File: src/rtl/lbm_pkg.sv
// Shared constants, lane order and FSM state encoding for the LBM BRAM scheduler.
package lbm_pkg;

   localparam int unsigned NUM_DIR        = 9;
   localparam int unsigned DATA_WIDTH_DEF = 16;
   localparam int unsigned STREAM_WIDTH   = NUM_DIR * DATA_WIDTH_DEF;

   // D2Q9 lane index within a stream word, counted from the LSB
   localparam int unsigned LANE_NULL = 0;
   localparam int unsigned LANE_N    = 1;
   localparam int unsigned LANE_NE   = 2;
   localparam int unsigned LANE_E    = 3;
   localparam int unsigned LANE_SE   = 4;
   localparam int unsigned LANE_S    = 5;
   localparam int unsigned LANE_SW   = 6;
   localparam int unsigned LANE_W    = 7;
   localparam int unsigned LANE_NW   = 8;

   typedef enum logic [1:0] {
      ST_IDLE  = 2'd0,
      ST_READ  = 2'd1,
      ST_DRAIN = 2'd2
   } state_e;

   function automatic int unsigned stream_width(input int unsigned dw);
      return NUM_DIR * dw;
   endfunction

endpackage

File: src/rtl/lbm_bram_scheduler_if.sv
// AXI4-Stream master bundle carrying one nine-lane lattice cell per beat.
interface lbm_bram_scheduler_if
   import lbm_pkg::*;
#(
   parameter int unsigned DATA_WIDTH = 16
);
   localparam int unsigned SW = stream_width(DATA_WIDTH);

   logic          tvalid;
   logic          tready;
   logic [SW-1:0] tdata;
   logic [SW/8-1:0] tstrb;
   logic          tlast;

   modport master (output tvalid, tdata, tstrb, tlast, input tready);
   modport slave  (input tvalid, tdata, tstrb, tlast, output tready);
endinterface

File: src/rtl/lbm_skid_fifo.sv
// Two-entry FIFO that absorbs RAM read data while the stream consumer stalls.
module lbm_skid_fifo #(
   parameter int unsigned WIDTH = 144
) (
   input  logic             clk,
   input  logic             rst,
   input  logic             push,
   input  logic [WIDTH-1:0] push_data,
   input  logic             pop,
   output logic [WIDTH-1:0] data,
   output logic             valid,
   output logic [1:0]       count
);
   logic [WIDTH-1:0] mem_q [2];
   logic             wr_ptr_q;
   logic             rd_ptr_q;
   logic [1:0]       count_q;

   always_ff @(posedge clk) begin
      if (rst) begin
         for (int i = 0; i < 2; i++) mem_q[i] <= '0;
         wr_ptr_q <= 1'b0;
         rd_ptr_q <= 1'b0;
         count_q  <= 2'd0;
      end else begin
         if (push) begin
            mem_q[wr_ptr_q] <= push_data;
            wr_ptr_q        <= ~wr_ptr_q;
         end
         if (pop) rd_ptr_q <= ~rd_ptr_q;
         count_q <= count_q + 2'(push) - 2'(pop);
      end
   end

   assign data  = mem_q[rd_ptr_q];
   assign valid = (count_q != 2'd0);
   assign count = count_q;
endmodule

File: src/rtl/lbm_bram_scheduler.sv
// Shares one port of the nine direction RAMs between collision write-back and frame readout
// to AXI4-Stream. Define LBM_WR_FAIRNESS_EN to alternate write/read grants during readout.
module lbm_bram_scheduler
   import lbm_pkg::*;
#(
   parameter int unsigned DATA_WIDTH    = 16,
   parameter int unsigned DEPTH         = 2500,
   parameter int unsigned ADDRESS_WIDTH = 12
) (
   input  logic                                m00_axis_aclk,
   input  logic                                m00_axis_areset,
   input  logic                                frame_ready,
   input  logic                                wr_req,
   input  logic [ADDRESS_WIDTH-1:0]            wr_addr,
   input  logic [stream_width(DATA_WIDTH)-1:0] wr_data,
   output logic                                wr_gnt,
   output logic [ADDRESS_WIDTH-1:0]            ram_addr,
   output logic                                ram_we,
   output logic [stream_width(DATA_WIDTH)-1:0] ram_wdata,
   input  logic [stream_width(DATA_WIDTH)-1:0] ram_rdata,
   output logic                                busy,
   lbm_bram_scheduler_if.master                m00_axis
);
   localparam int unsigned SW = stream_width(DATA_WIDTH);
   localparam logic [ADDRESS_WIDTH-1:0] LAST_ADDR = ADDRESS_WIDTH'(DEPTH - 1);

   state_e                   state_q, state_d;
   logic [ADDRESS_WIDTH-1:0] rd_addr_q;
   logic [ADDRESS_WIDTH-1:0] out_cnt_q;
   logic                     inflight_q;
   logic                     rd_want, rd_issue, wr_win, space, pop, last_rd, tlast;
   logic                     fifo_valid;
   logic [1:0]               fifo_count;
   logic [SW-1:0]            fifo_data;

   assign pop     = fifo_valid && m00_axis.tready;
   assign last_rd = (rd_addr_q == LAST_ADDR);
   assign tlast   = fifo_valid && (out_cnt_q == LAST_ADDR);

   // Occupancy is judged after this cycle's pop so a free-flowing stream never bubbles
   assign space   = ({1'b0, fifo_count} + {2'b00, inflight_q}) < (3'd2 + {2'b00, pop});
   assign rd_want = space && ((state_q == ST_IDLE && frame_ready) || state_q == ST_READ);

`ifdef LBM_WR_FAIRNESS_EN
   logic wr_turn_q;
   assign wr_win = wr_req && (!(rd_want && state_q == ST_READ) || wr_turn_q);

   // Write owns the first contention of each frame, then ownership alternates
   always_ff @(posedge m00_axis_aclk) begin
      if (m00_axis_areset || state_q == ST_IDLE) wr_turn_q <= 1'b1;
      else if (state_q == ST_READ && wr_req && rd_want) wr_turn_q <= ~wr_turn_q;
   end
`else
   assign wr_win = wr_req;
`endif

   always_comb begin
      state_d   = state_q;
      wr_gnt    = 1'b0;
      rd_issue  = 1'b0;
      ram_we    = 1'b0;
      ram_addr  = rd_addr_q;
      ram_wdata = '0;
      if (!m00_axis_areset) begin
         wr_gnt   = wr_win;
         rd_issue = rd_want && !wr_win;
      end
      if (wr_gnt) begin
         ram_we    = 1'b1;
         ram_addr  = wr_addr;
         ram_wdata = wr_data;
      end
      case (state_q)
         ST_IDLE:  if (frame_ready) state_d = (rd_issue && last_rd) ? ST_DRAIN : ST_READ;
         ST_READ:  if (rd_issue && last_rd) state_d = ST_DRAIN;
         ST_DRAIN: if (pop && tlast) state_d = ST_IDLE;
         default:  state_d = ST_IDLE;
      endcase
   end

   always_ff @(posedge m00_axis_aclk) begin
      if (m00_axis_areset) begin
         state_q    <= ST_IDLE;
         rd_addr_q  <= '0;
         out_cnt_q  <= '0;
         inflight_q <= 1'b0;
      end else begin
         state_q    <= state_d;
         inflight_q <= rd_issue;
         if (state_d == ST_IDLE) rd_addr_q <= '0;
         else if (rd_issue && !last_rd) rd_addr_q <= rd_addr_q + ADDRESS_WIDTH'(1);
         if (pop) out_cnt_q <= tlast ? '0 : out_cnt_q + ADDRESS_WIDTH'(1);
      end
   end

   lbm_skid_fifo #(.WIDTH(SW)) u_fifo (
      .clk       (m00_axis_aclk),
      .rst       (m00_axis_areset),
      .push      (inflight_q),
      .push_data (ram_rdata),
      .pop       (pop),
      .data      (fifo_data),
      .valid     (fifo_valid),
      .count     (fifo_count)
   );

   assign busy           = (state_q != ST_IDLE);
   assign m00_axis.tvalid = fifo_valid;
   assign m00_axis.tdata  = fifo_data;
   assign m00_axis.tlast  = tlast;
   assign m00_axis.tstrb  = '1;
endmodule

File: src/flat_wrapper.sv
// flat-port wrapper written by rule: the top's interface ports become plain ports
module lbm_bram_scheduler_flat import lbm_pkg::*;
#(
   parameter int unsigned DATA_WIDTH    = 16,
   parameter int unsigned DEPTH         = 2500,
   parameter int unsigned ADDRESS_WIDTH = 12
)
  (m00_axis_aclk, m00_axis_areset, frame_ready, wr_req, wr_addr, wr_data, wr_gnt, ram_addr, ram_we, ram_wdata, ram_rdata, busy, m00_axis_tvalid, m00_axis_tdata, m00_axis_tstrb, m00_axis_tlast, m00_axis_tready);
  lbm_bram_scheduler_if #(.DATA_WIDTH(DATA_WIDTH)) m00_axis_i ();
  input  logic m00_axis_aclk;
  input  logic m00_axis_areset;
  input  logic frame_ready;
  input  logic wr_req;
  input  logic [ADDRESS_WIDTH-1:0] wr_addr;
  input  logic [stream_width(DATA_WIDTH)-1:0] wr_data;
  output logic wr_gnt;
  output logic [ADDRESS_WIDTH-1:0] ram_addr;
  output logic ram_we;
  output logic [stream_width(DATA_WIDTH)-1:0] ram_wdata;
  input  logic [stream_width(DATA_WIDTH)-1:0] ram_rdata;
  output logic busy;
  output wire logic [$bits(m00_axis_i.tvalid)-1:0] m00_axis_tvalid;
  output wire logic [$bits(m00_axis_i.tdata)-1:0] m00_axis_tdata;
  output wire logic [$bits(m00_axis_i.tstrb)-1:0] m00_axis_tstrb;
  output wire logic [$bits(m00_axis_i.tlast)-1:0] m00_axis_tlast;
  input wire logic [$bits(m00_axis_i.tready)-1:0] m00_axis_tready;
  assign m00_axis_tvalid = m00_axis_i.tvalid;
  assign m00_axis_tdata = m00_axis_i.tdata;
  assign m00_axis_tstrb = m00_axis_i.tstrb;
  assign m00_axis_tlast = m00_axis_i.tlast;
  assign m00_axis_i.tready = m00_axis_tready;
  lbm_bram_scheduler #(.DATA_WIDTH(DATA_WIDTH), .DEPTH(DEPTH), .ADDRESS_WIDTH(ADDRESS_WIDTH)) u_core (.m00_axis_aclk(m00_axis_aclk), .m00_axis_areset(m00_axis_areset), .frame_ready(frame_ready), .wr_req(wr_req), .wr_addr(wr_addr), .wr_data(wr_data), .wr_gnt(wr_gnt), .ram_addr(ram_addr), .ram_we(ram_we), .ram_wdata(ram_wdata), .ram_rdata(ram_rdata), .busy(busy), .m00_axis(m00_axis_i));
endmodule
File: config.mk
export PLATFORM = sky130hd
export DESIGN_NAME = lbm_bram_scheduler_flat
export DESIGN_NICKNAME = d
export VERILOG_FILES = /design/src/rtl/lbm_pkg.sv /design/src/rtl/lbm_bram_scheduler_if.sv /design/src/rtl/lbm_skid_fifo.sv /design/src/rtl/lbm_bram_scheduler.sv /design/src/flat_wrapper.sv
export SDC_FILE = /design/constraint.sdc
export NUM_CORES = 1
export LEC_CHECK = 0
export ABC_AREA = 1
export CORE_AREA = 4 4 241 243
export DETAILED_ROUTE_END_ITERATION = 12
export DIE_AREA = 0 0 245 247
export PLACE_DENSITY_LB_ADDON = 0.3
export SETUP_SLACK_MARGIN = 0.1
export SLEW_MARGIN = 20
export SYNTH_ARGS = -nofsm -noshare
export SYNTH_HDL_FRONTEND = slang
export SYNTH_SLANG_ARGS = --single-unit
File: constraint.sdc
create_clock -name m00_axis_aclk -period 5.9 [get_ports m00_axis_aclk]
set_clock_uncertainty 0.15 [all_clocks]
set_input_delay 1.18 -clock m00_axis_aclk [delete_from_list [all_inputs] [get_ports m00_axis_aclk]]
set_output_delay 1.18 -clock m00_axis_aclk [all_outputs]
set_load 0.03 [all_outputs]
==> results of run 1 <==
cells by family (layout without fill, tap and decap cells):
family                   Yosys count  count (layout)  share of synthesized area
AO/OA/AOI/OAI                     39              39                     0.0151
XOR/XNOR                           5               5                    0.00282
adder cells (fa/ha/maj)            6               6                    0.00484
buffers and inverters            432            1035                      0.115
flip-flops                       320             320                      0.599
multiplexers                     144             144                      0.105
other                              1              29                   0.000242
AND/OR/NAND/NOR                  615             615                      0.159
power groups by stage:
| stage | Combinational, mW | Clock, mW | Sequential [mW] |
|---|---|---|---|
| floorplan | 1.27 | 0 | 2.72 |
| global placement | 2.22 | 0 | 2.75 |
| detailed placement | 2.21 | 0 | 2.76 |
| CTS | 2.23 | 2.38 | 2.71 |
| global route | 2.31 | 2.46 | 2.73 |
| finish | 2.19 | 2.31 | 2.71 |
cell type report:
| class | instances | share of cell area |
|---|---|---|
| Timing Repair Buffer | 624 | 0.266 |
| Clock inverter | 19 | 0.00870 |
| Sequential cell | 320 | 0.394 |
| Antenna cell | 11 | 0.00117 |
| Inverter | 343 | 0.0547 |
| Clock buffer | 49 | 0.0430 |
| Tap cell | 756 | 0.0401 |
| Multi-Input combinational cell | 827 | 0.192 |
per-layer routing:
| metal | track usage | up-vias |
|---|---|---|
| met5 | 0 | - |
| met4 | 0.103 | 4 |
| met3 | 0.0642 | 113 |
| met2 | 0.394 | 493 |
| met1 | 0.204 | 6085 |
| li1 | - | 6023 |
Yosys cell counts (2+ instances only):
master,count,area share
a21oi_1,12,0.0039
nand3_1,16,0.0052
a21oi_2,9,0.0051
nor4_1,2,0.00081
inv_1,342,0.083
dfxtp_1,32,0.041
nor3_1,2,0.00065
nand2_2,4,0.0016
xor2_1,5,0.0028
buf_6,2,0.0015
buf_4,21,0.010
mux2_2,144,0.10
nor2_1,471,0.11
buf_1,5,0.0012
nand4_1,9,0.0036
nand3_2,3,0.0019
nor2_2,2,0.00081
edfxtp_1,288,0.56
nand2_1,97,0.023
ha_1,6,0.0048
buf_2,49,0.016
o21ai_0,15,0.0048
nor2_4,3,0.0022
clkbuf_1,12,0.0029
how the worst max path moves through the flow:
stage	from	end	slack, ns	cells after the start
2_1_floorplan	m00_axis_areset	u_core.u_fifo.mem_q[1][0]	0.32	6
3_5_place_dp	m00_axis_areset	ram_wdata[50]	0.88	6
6_report	m00_axis_areset	ram_wdata[50]	0.89	6
5_1_grt	m00_axis_areset	ram_wdata[56]	0.69	6
3_3_place_gp	m00_axis_areset	ram_addr[6]	0.95	7
4_1_cts	m00_axis_areset	ram_wdata[50]	0.87	6
placed cells by master, fill, tap and decap left out, types with 2 or more instances in the layout:
cell type,netlist,routed
nor2_2,2,2
clkbuf_1,12,10
o21ai_0,15,15
inv_1,342,341
nand3_4,1,2
nand2_2,4,4
edfxtp_1,288,288
clkinv_1,0,5
clkbuf_16,0,39
dfxtp_1,32,31
clkinv_2,0,5
clkinvlp_4,0,2
a21oi_1,12,12
nor4_1,2,2
nand3_2,3,3
xor2_1,5,5
diode_2,0,11
mux2_2,144,144
buf_12,0,6
nand2_1,97,94
nand3_1,16,15
a21oi_2,9,9
nand4_1,9,9
buf_4,21,9
nor3_1,2,2
ha_1,6,6
bufinv_16,0,4
inv_6,0,2
nor2_4,3,3
conb_1,1,18
clkdlybuf4s50_1,0,609
nor2_1,471,471
nand2_4,1,4
per-stage QoR:
step,power [mW],hold slack (ns),utilization,cell area (µm²),worst slack (ns)
floorplan,3.99,0.275,-,15600,0.320
global placement,4.97,0.279,0.399,22400,0.953
detailed placement,4.97,0.293,0.399,22400,0.883
CTS,7.32,0.302,0.421,23600,0.873
global route,7.50,0.326,0.422,23600,0.690
finish,7.21,0.300,0.422,23600,0.894
state kept, by name, indices dropped and copies added, names as in the netlist, named ones only:
signal	flops
u_core.u_fifo.mem_q	288
u_core.out_cnt_q	12
u_core.rd_addr_q	12
u_core.state_q	2
u_core.u_fifo.count	2
u_core.inflight_q	1
u_core.u_fifo.rd_ptr_q	1
u_core.u_fifo.wr_ptr_q	1
worst register-to-register path: cells and delay by family (launching register included):
family                 cells  cell delay, ns
buffers and inverters      2            1.42
and+or+nand+nor            2            0.53
DFF                        1            0.36
==> results.yml, run 1 <==
grt:
  grt_pass1_vias: 13400
  antenna_found_initial: 22
  grt_remaining_overflow: 0
  grt_max_degree: 78
  track_usage: 0.208
  grt_first_pass_wirelength_mm: 91.0
yosys:
  ys_ff_latch: 320
  synth_top_flop_cell: "edfxtp_1"
  synth_warnings: 0
  synth_area_um2: 15500
  synthCells: 1562
  yosysUniqueCellTypes: 35
  avgSynthCellArea_um2: 9.93
  synth_edf_count: 288
  async_flop_share: 0
  synth_seq_area_share: 0.599
worst_setup_path:
  cp-end-kind: "output pin"
  crit_chain: "clkdlybuf4s50_1 -> nor2_1 -> inv_4 -> buf_4 -> nor2_1 -> clkdlybuf4s50_1"
  path_delay_family: "buffers and inverters"
  start_kind: "input port"
  crit_slowest_cell: "clkdlybuf4s50_1"
  worstPathRequired_ns: 4.57
  path_class: "input port to output pin"
  arrival_ns: 3.68
  rr_startpoint: "u_core.inflight_q"
  r2r-end: "u_core.u_fifo.mem_q[1][112]"
  slowest_delay_ns: 0.64
  critical_path_buf_inv_count: 4
  r2r_setup_slack_ns: 3.16
  crit_path_max_fanout: 51
  r2r_cells: 4
pwr:
  power_switching_mw: 2.24
  swShare: 0.311
  p_per_area_nw_per_um2: 305
  pwr-share-comb: 0.304
  p_int_mw: 4.97
  p_leak_nw: 10.1
  clkPwrFrac: 0.320
  vdd_drop_max_mv: 0.152
  seq_power_share: 0.376
clock_tree:
  htree_levels: 2
  cts_made_buffers: 37
  clkTransAtPathRegs_ns: 0.05
  post_cts_buffers: 0
  root_buffer: "clkbuf_16"
  hold_buffers: 0
  clock_tree.buffer_depth: 3
  cts_tree: "yes"
  clock-sinks: 320
  clock_latency_ns: 0.53
  cts_resized: 0
sta:
  setup-violations-final: 0
  max_freq_mhz: 200
  hold_viol: 0
  rsz0062_at_grt: "false"
  layout_worst_path_cycle_share: 0.849
  tns_ns: 0
  slew-limit-headroom: 0.348
  drv_slew: 0
  finalCriticalPeriod_ns: 5.01
  worstMarginPinSlew_ns: 0.978
route:
  via_count: 12700
  drt_iter0_markers: 647
  wl_met1_mm: 21.9
  routed_wl_mm: 65.9
  routedWlPerCell_um: 22.3
  vias_per_cell: 4.31
  drc: 0
  top_layer: "met5"
  drtAntennaViolNets: 0
  first_pass_iters: 6
  met2_length_mm: 35.6
  met3_length_mm: 4.95
worst_hold_path:
  whs_path_depth: 1
  hp-start: "u_core.u_fifo.rd_ptr_q"
  min_path_type: "flip-flop to flip-flop"
placement:
  gp_congestion: 0.952
  placedCellCount: 2870
  portBuffers: 609
  dpl.hpwl_mm: 50.8
floorplanning:
  core_um2: 56000
  dieArea_um2: 60500
  fp.dieW_um: 245
  start_util: 0.277
  io-pin-count: 628
  die_y_um: 247
  num_rows: 87
layout:
  syn_to_final_growth_pct: 52.2
  drive_gt1_frac: 0.112
  ff_latch_area_um2: 9290
  nNetsFinal: 2464
  stdcell_count: 2949
  fillers: 5481
  multi_input_area_um2: 4540
outcome:
  status: "finished clean"
run:
  cap_violations: 0
No activity file was read; power rests on OpenSTA's default activity.
==> run 2: changes to the inputs <==
--- a/config.mk
+++ b/config.mk
@@ -6,9 +6,9 @@
 export NUM_CORES = 1
 export LEC_CHECK = 0
 export ABC_AREA = 1
-export CORE_AREA = 4 4 241 243
+export CORE_AREA = 4 4 243 245
 export DETAILED_ROUTE_END_ITERATION = 12
-export DIE_AREA = 0 0 245 247
+export DIE_AREA = 0 0 247 249
 export PLACE_DENSITY_LB_ADDON = 0.3
 export SETUP_SLACK_MARGIN = 0.1
 export SLEW_MARGIN = 20
==> constraint.sdc (replaced) <==
create_clock -name m00_axis_aclk -period 4.67 [get_ports m00_axis_aclk]
set_clock_uncertainty 0.15 [all_clocks]
set_input_delay 0.934 -clock m00_axis_aclk [delete_from_list [all_inputs] [get_ports m00_axis_aclk]]
set_output_delay 0.934 -clock m00_axis_aclk [all_outputs]
set_load 0.03 [all_outputs]
==> results.yml, run 2 (synthesis gave the netlist of run 1 again) <==
outcome:
  status: "finished clean"
worst_setup_path:
  cp-end-kind: "output pin"
  r2r_cells: 5
  arrival_ns: 2.93
  start_kind: "input port"
  crit_path_max_fanout: 25
  rr_startpoint: "u_core.inflight_q"
  r2r_setup_slack_ns: 2.12
  path_class: "input port to output pin"
  critPathCapture: "ram_addr[2]"
  crit_start: "m00_axis_areset"
  worstPathRequired_ns: 3.59
  r2r-end: "u_core.u_fifo.mem_q[0][40]"
placement:
  dpl.hpwl_mm: 52.2
  placed_area_um2: 23200
  gp_congestion: 1.00
  portBuffers: 609
grt:
  grt_max_degree: 77
  grt_pass1_vias: 13400
  grt_first_pass_wirelength_mm: 94.1
  track_usage: 0.211
  grt_remaining_overflow: 0
  antenna_found_initial: 33
layout:
  fin_util: 0.428
  largestRegisters: "u_core.u_fifo.mem_q (288), u_core.out_cnt_q (12), u_core.rd_addr_q (12)"
  largest_reg_flops: 288
  final_cell_mix: "nor2_1 (471), clkdlybuf4s50_1 (455), inv_1 (341), edfxtp_1 (288), mux2_2 (144)"
  fin_area_um2: 24500
  fillers: 5447
  drive_gt1_frac: 0.183
  final_common_cell: "nor2_1"
  syn_to_final_growth_pct: 57.9
  nNetsFinal: 2471
  top_register: "u_core.u_fifo.mem_q"
route:
  drc: 0
  routedWlPerCell_um: 22.5
  drt_iter0_markers: 714
  vias_per_cell: 4.35
  routed_wl_mm: 67.0
  first_pass_iters: 5
  via_count: 12900
  drtAntennaViolNets: 0
pwr:
  power_switching_mw: 2.85
  finalPower_mw: 9.10
  p_int_mw: 6.25
  p_leak_nw: 10.6
  seq_power_share: 0.375
  swShare: 0.313
  p_per_area_nw_per_um2: 372
  pwr-share-comb: 0.314
  clkPwrFrac: 0.310
  vdd_drop_max_mv: 0.201
clock_tree:
  htree_levels: 2
  clock-sinks: 320
  clkTransAtPathRegs_ns: 0.06
  root_buffer: "clkbuf_16"
  clock_tree.buffer_depth: 3
  cts_tree: "yes"
  clock_latency_ns: 0.52
  cts_resized: 0
  cts_made_buffers: 37
  hold_buffers: 0
  post_cts_buffers: 0
sta:
  drv_slew: 0
  finalCriticalPeriod_ns: 4.01
  layout_worst_path_cycle_share: 0.859
  slew-limit-headroom: 0.383
  setup-violations-final: 0
  rsz0062_at_grt: "false"
  max_freq_mhz: 249
  worstMarginPinSlew_ns: 0.926
  tns_ns: 0
  hold_viol: 0
  whs_ns: 0.312
floorplanning:
  die_y_um: 249
  core_um2: 57100
  num_rows: 88
  fp.dieW_um: 247
  dieArea_um2: 61500
  start_util: 0.271
  io-pin-count: 628
worst_hold_path:
  min_path_type: "flip-flop to flip-flop"
  whs_path_depth: 1
run:
  cap_violations: 0
## run 2: cell types whose count changed in the layout (fill, tap and decap cells not counted), moves of 2 or more
cell,previous run,this run
inv_6,2,0
clkbuf_1,10,6
buf_12,6,102
clkdlybuf4s50_1,609,455
clkinv_2,5,2
clkinv_1,5,11
diode_2,11,27
nand2_4,4,2
buf_4,9,74
nand2_8,0,2
## run 2: final cells by class
class                           instances  area [µm²]  share of cell area
Sequential cell                       320        9290               0.380
Timing Repair Buffer                  631        7150               0.292
Multi-Input combinational cell        827        4560               0.186
Inverter                              343        1290              0.0527
Clock buffer                           45         987              0.0403
Tap cell                              765         957              0.0391
Clock inverter                         20         180             0.00736
Antenna cell                           27        67.6             0.00276
## run 2: per-stage QoR
stage | std cells | setup WS [ns]
floorplan | 1579 | 0.747
global placement | 2886 | 0.667
detailed placement | 2886 | 0.707
CTS | 2951 | 0.678
global route | 2972 | 0.602
finish | 2978 | 0.660
## run 2: per-layer routing
layer  track usage  vias up  wire [µm]
met5             0        -          0
met4         0.149        0       4960
met3        0.0527      134       4390
met2         0.378      526      35100
met1         0.212     6251      22600
li1              -     6038          -
## run 2: how the worst min path moves through the flow
stage / end / startpoint / slack [ns]
after global routing: flip-flop / u_core.u_fifo.rd_ptr_q / 0.33
final: flip-flop / u_core.u_fifo.rd_ptr_q / 0.31
after floorplan: flip-flop / u_core.u_fifo.rd_ptr_q / 0.28
after global placement: flip-flop / u_core.u_fifo.rd_ptr_q / 0.28
after CTS: flip-flop / u_core.u_fifo.rd_ptr_q / 0.31
after detailed placement: flip-flop / u_core.u_fifo.rd_ptr_q / 0.29
## run 2: power groups by stage
| stage | combinational (mW) | sequential [mW] | clock, mW |
|---|---|---|---|
| finish | 2.86 | 3.42 | 2.82 |
| global placement | 2.89 | 3.47 | 0 |
| detailed placement | 2.88 | 3.48 | 0 |
| CTS | 2.90 | 3.42 | 2.90 |
| global route | 3.02 | 3.44 | 3.01 |
| floorplan | 1.60 | 3.43 | 0 |
## run 2: worst max-delay path, stage by stage
cell             delay (ns)
clkdlybuf4s50_1        0.64
nor2_1                 0.10
buf_4                  0.23
o21ai_0                0.27
clkdlybuf4s50_1        0.73
==> run 3: changes to the inputs <==
--- a/config.mk
+++ b/config.mk
@@ -5,10 +5,10 @@
 export SDC_FILE = /design/constraint.sdc
 export NUM_CORES = 1
 export LEC_CHECK = 0
-export ABC_AREA = 1
-export CORE_AREA = 4 4 243 245
+export CORE_AREA = 4 4 241 243
 export DETAILED_ROUTE_END_ITERATION = 12
-export DIE_AREA = 0 0 247 249
+export DIE_AREA = 0 0 245 247
+export MAX_ROUTING_LAYER = met4
 export PLACE_DENSITY_LB_ADDON = 0.3
 export SETUP_SLACK_MARGIN = 0.1
 export SLEW_MARGIN = 20
==> results.yml, run 3 <==
clock_tree:
  clock_latency_ns: 0.53
  hold_buffers: 0
  post_cts_buffers: 0
  clock_tree.buffer_depth: 3
  clkTransAtPathRegs_ns: 0.06
  cts_made_buffers: 38
  root_buffer: "clkbuf_16"
  cts_tree: "yes"
  clock-sinks: 320
  cts_resized: 0
  htree_levels: 2
layout:
  fillers: 5201
  nNetsFinal: 2046
  largest_reg_flops: 288
  top_register: "u_core.u_fifo.mem_q"
  syn_to_final_growth_pct: 57.9
  final_common_cell: "clkdlybuf4s50_1"
  largestRegisters: "u_core.u_fifo.mem_q (288), u_core.out_cnt_q (12), u_core.rd_addr_q (12)"
  final_cell_mix: "clkdlybuf4s50_1 (522), and2_1 (434), edfxtp_1 (288), mux2_2 (155), buf_12 (74)"
  drive_gt1_frac: 0.181
yosys:
  synth_commonest_cells: "and2_1 (434), edfxtp_1 (288), mux2_2 (155), clkbuf_1 (60), dfxtp_1 (32)"
  avgSynthCellArea_um2: 13.3
  synth_area_um2: 15200
  yosysUniqueCellTypes: 46
  synth_warnings: 0
  synth_seq_area_share: 0.612
  yosysTopAreaCellShare: 0.569
  synth.most_common_cell: "and2_1"
  synthCells: 1146
  synth_largest_area_cell: "edfxtp_1"
  ys_ff_latch: 320
  synth_top_flop_cell: "edfxtp_1"
  async_flop_share: 0
  synth_edf_count: 288
  synthTopCellsByArea: "edfxtp_1 (57%), and2_1 (18%), mux2_2 (11%), dfxtp_1 (4.2%), clkbuf_1 (1.5%)"
route:
  drc: 0
  first_pass_iters: 5
  routed_wl_mm: 63.2
  vias_per_cell: 4.55
  via_count: 11500
  drtAntennaViolNets: 0
  routedWlPerCell_um: 25.0
  drt_iter0_markers: 611
floorplanning:
  num_rows: 87
  die_y_um: 247
  start_util: 0.271
  dieArea_um2: 60500
  fp.dieW_um: 245
  io-pin-count: 628
  core_um2: 56000
placement:
  gp_congestion: 0.971
  dpl.hpwl_mm: 47.1
  portBuffers: 609
pwr:
  vdd_drop_max_mv: 0.250
  p_per_area_nw_per_um2: 393
  finalPower_mw: 9.43
  p_leak_nw: 8.93
sta:
  tns_ns: 0
  setup-violations-final: 0
  worstMarginPinSlew_ns: 0.996
  drv_slew: 0
  layout_worst_path_cycle_share: 0.883
  rsz0062_at_grt: "false"
  max_freq_mhz: 243
  finalCriticalPeriod_ns: 4.12
  hold_viol: 0
  slew-limit-headroom: 0.334
grt:
  antenna_found_initial: 25
  track_usage: 0.207
  grt_max_degree: 145
  grt_first_pass_wirelength_mm: 87.3
  grt_pass1_vias: 11900
  grt_remaining_overflow: 0
worst_setup_path:
  crit_path_max_fanout: 52
  path_class: "input port to output pin"
  arrival_ns: 3.04
  start_kind: "input port"
  worstPathRequired_ns: 3.59
  cp-end-kind: "output pin"
run:
  cap_violations: 0
outcome:
  status: "finished clean"
worst_hold_path:
  min_path_type: "flip-flop to flip-flop"
## run 3: cell count changes after synthesis, moves of 11 or more
cell      delta
inv_1      -338
and2_1     +433
clkbuf_1    +48
o31ai_1     +12
a32oi_1     +12
nor2_1     -455
mux2_2      +11
nand2_1     -86
buf_2       -39
or4_1       +11
## run 3: through the flow
stage | cells | setup WS [ns] | utilization | instance area (µm²) | hold WS [ns]
floorplan | 1163 | 0.685 | - | 15300 | 0.301
global placement | 2451 | 0.542 | 0.406 | 22700 | 0.320
detailed placement | 2451 | 0.557 | 0.406 | 22700 | 0.331
CTS | 2518 | 0.528 | 0.428 | 24000 | 0.337
global route | 2529 | 0.394 | 0.429 | 24000 | 0.379
finish | 2532 | 0.547 | 0.429 | 24000 | 0.331
## run 3: worst max-delay path, stage by stage
cell and delay (ns):
clkdlybuf4s50_1 0.51, nor2b_4 0.34, buf_12 0.26, mux2_2 0.36
clkdlybuf4s50_1 0.61
## run 3: path summary, 6_finish.rpt
| check | endpoint | slack [ns] | cells after the start | start |
|---|---|---|---|---|
| worst min register to register | u_core.out_cnt_q[11] | 0.33 | 2 | u_core.out_cnt_q[11] |
| worst max register to register | u_core.rd_addr_q[5] | 1.89 | 6 | u_core.u_fifo.count[0] |
| worst min-delay path | u_core.out_cnt_q[11] | 0.33 | 2 | u_core.out_cnt_q[11] |
| worst max-delay path | ram_addr[5] | 0.55 | 5 | m00_axis_areset |
## run 3: kinds of logic after synthesis
family	synth area share
AND/OR/NAND/NOR	0.211
flip-flops	0.612
multiplexers	0.115
buffers and inverters	0.0297
AO/OA/AOI/OAI	0.0199
XOR/XNOR	0.00750
adder cells (fa/ha/maj)	0.00494
other	0.000247
## run 3: layer usage
layer / up-vias / global-route usage / wire, µm
met4: 0 / 0.0926 / 3040
met3: 105 / 0.0721 / 5390
met5: - / - / 0
met2: 544 / 0.343 / 31200
li1: 5195 / - / -
met1: 5674 / 0.225 / 23600
## run 3: where the power goes
group	leakage, nW	switching, mW	total [mW]	internal, mW
Combinational	5.06	1.64	3.00	1.36
Sequential	3.26	0.106	3.46	3.35
Clock	0.605	1.17	2.98	1.81
Total	8.93	2.91	9.43	6.52
## run 3: layout make-up
cell class                 count  area [µm²]  area share
sequential                   320        9290       0.387
clock inverter                21         201     0.00840
antenna                       14        35.0     0.00146
clock buffer                  46        1040      0.0436
tap                          756         946      0.0394
multi-input combinational    748        5550       0.231
timing repair buffer         622        6900       0.288
inverter                       5        21.3    0.000887
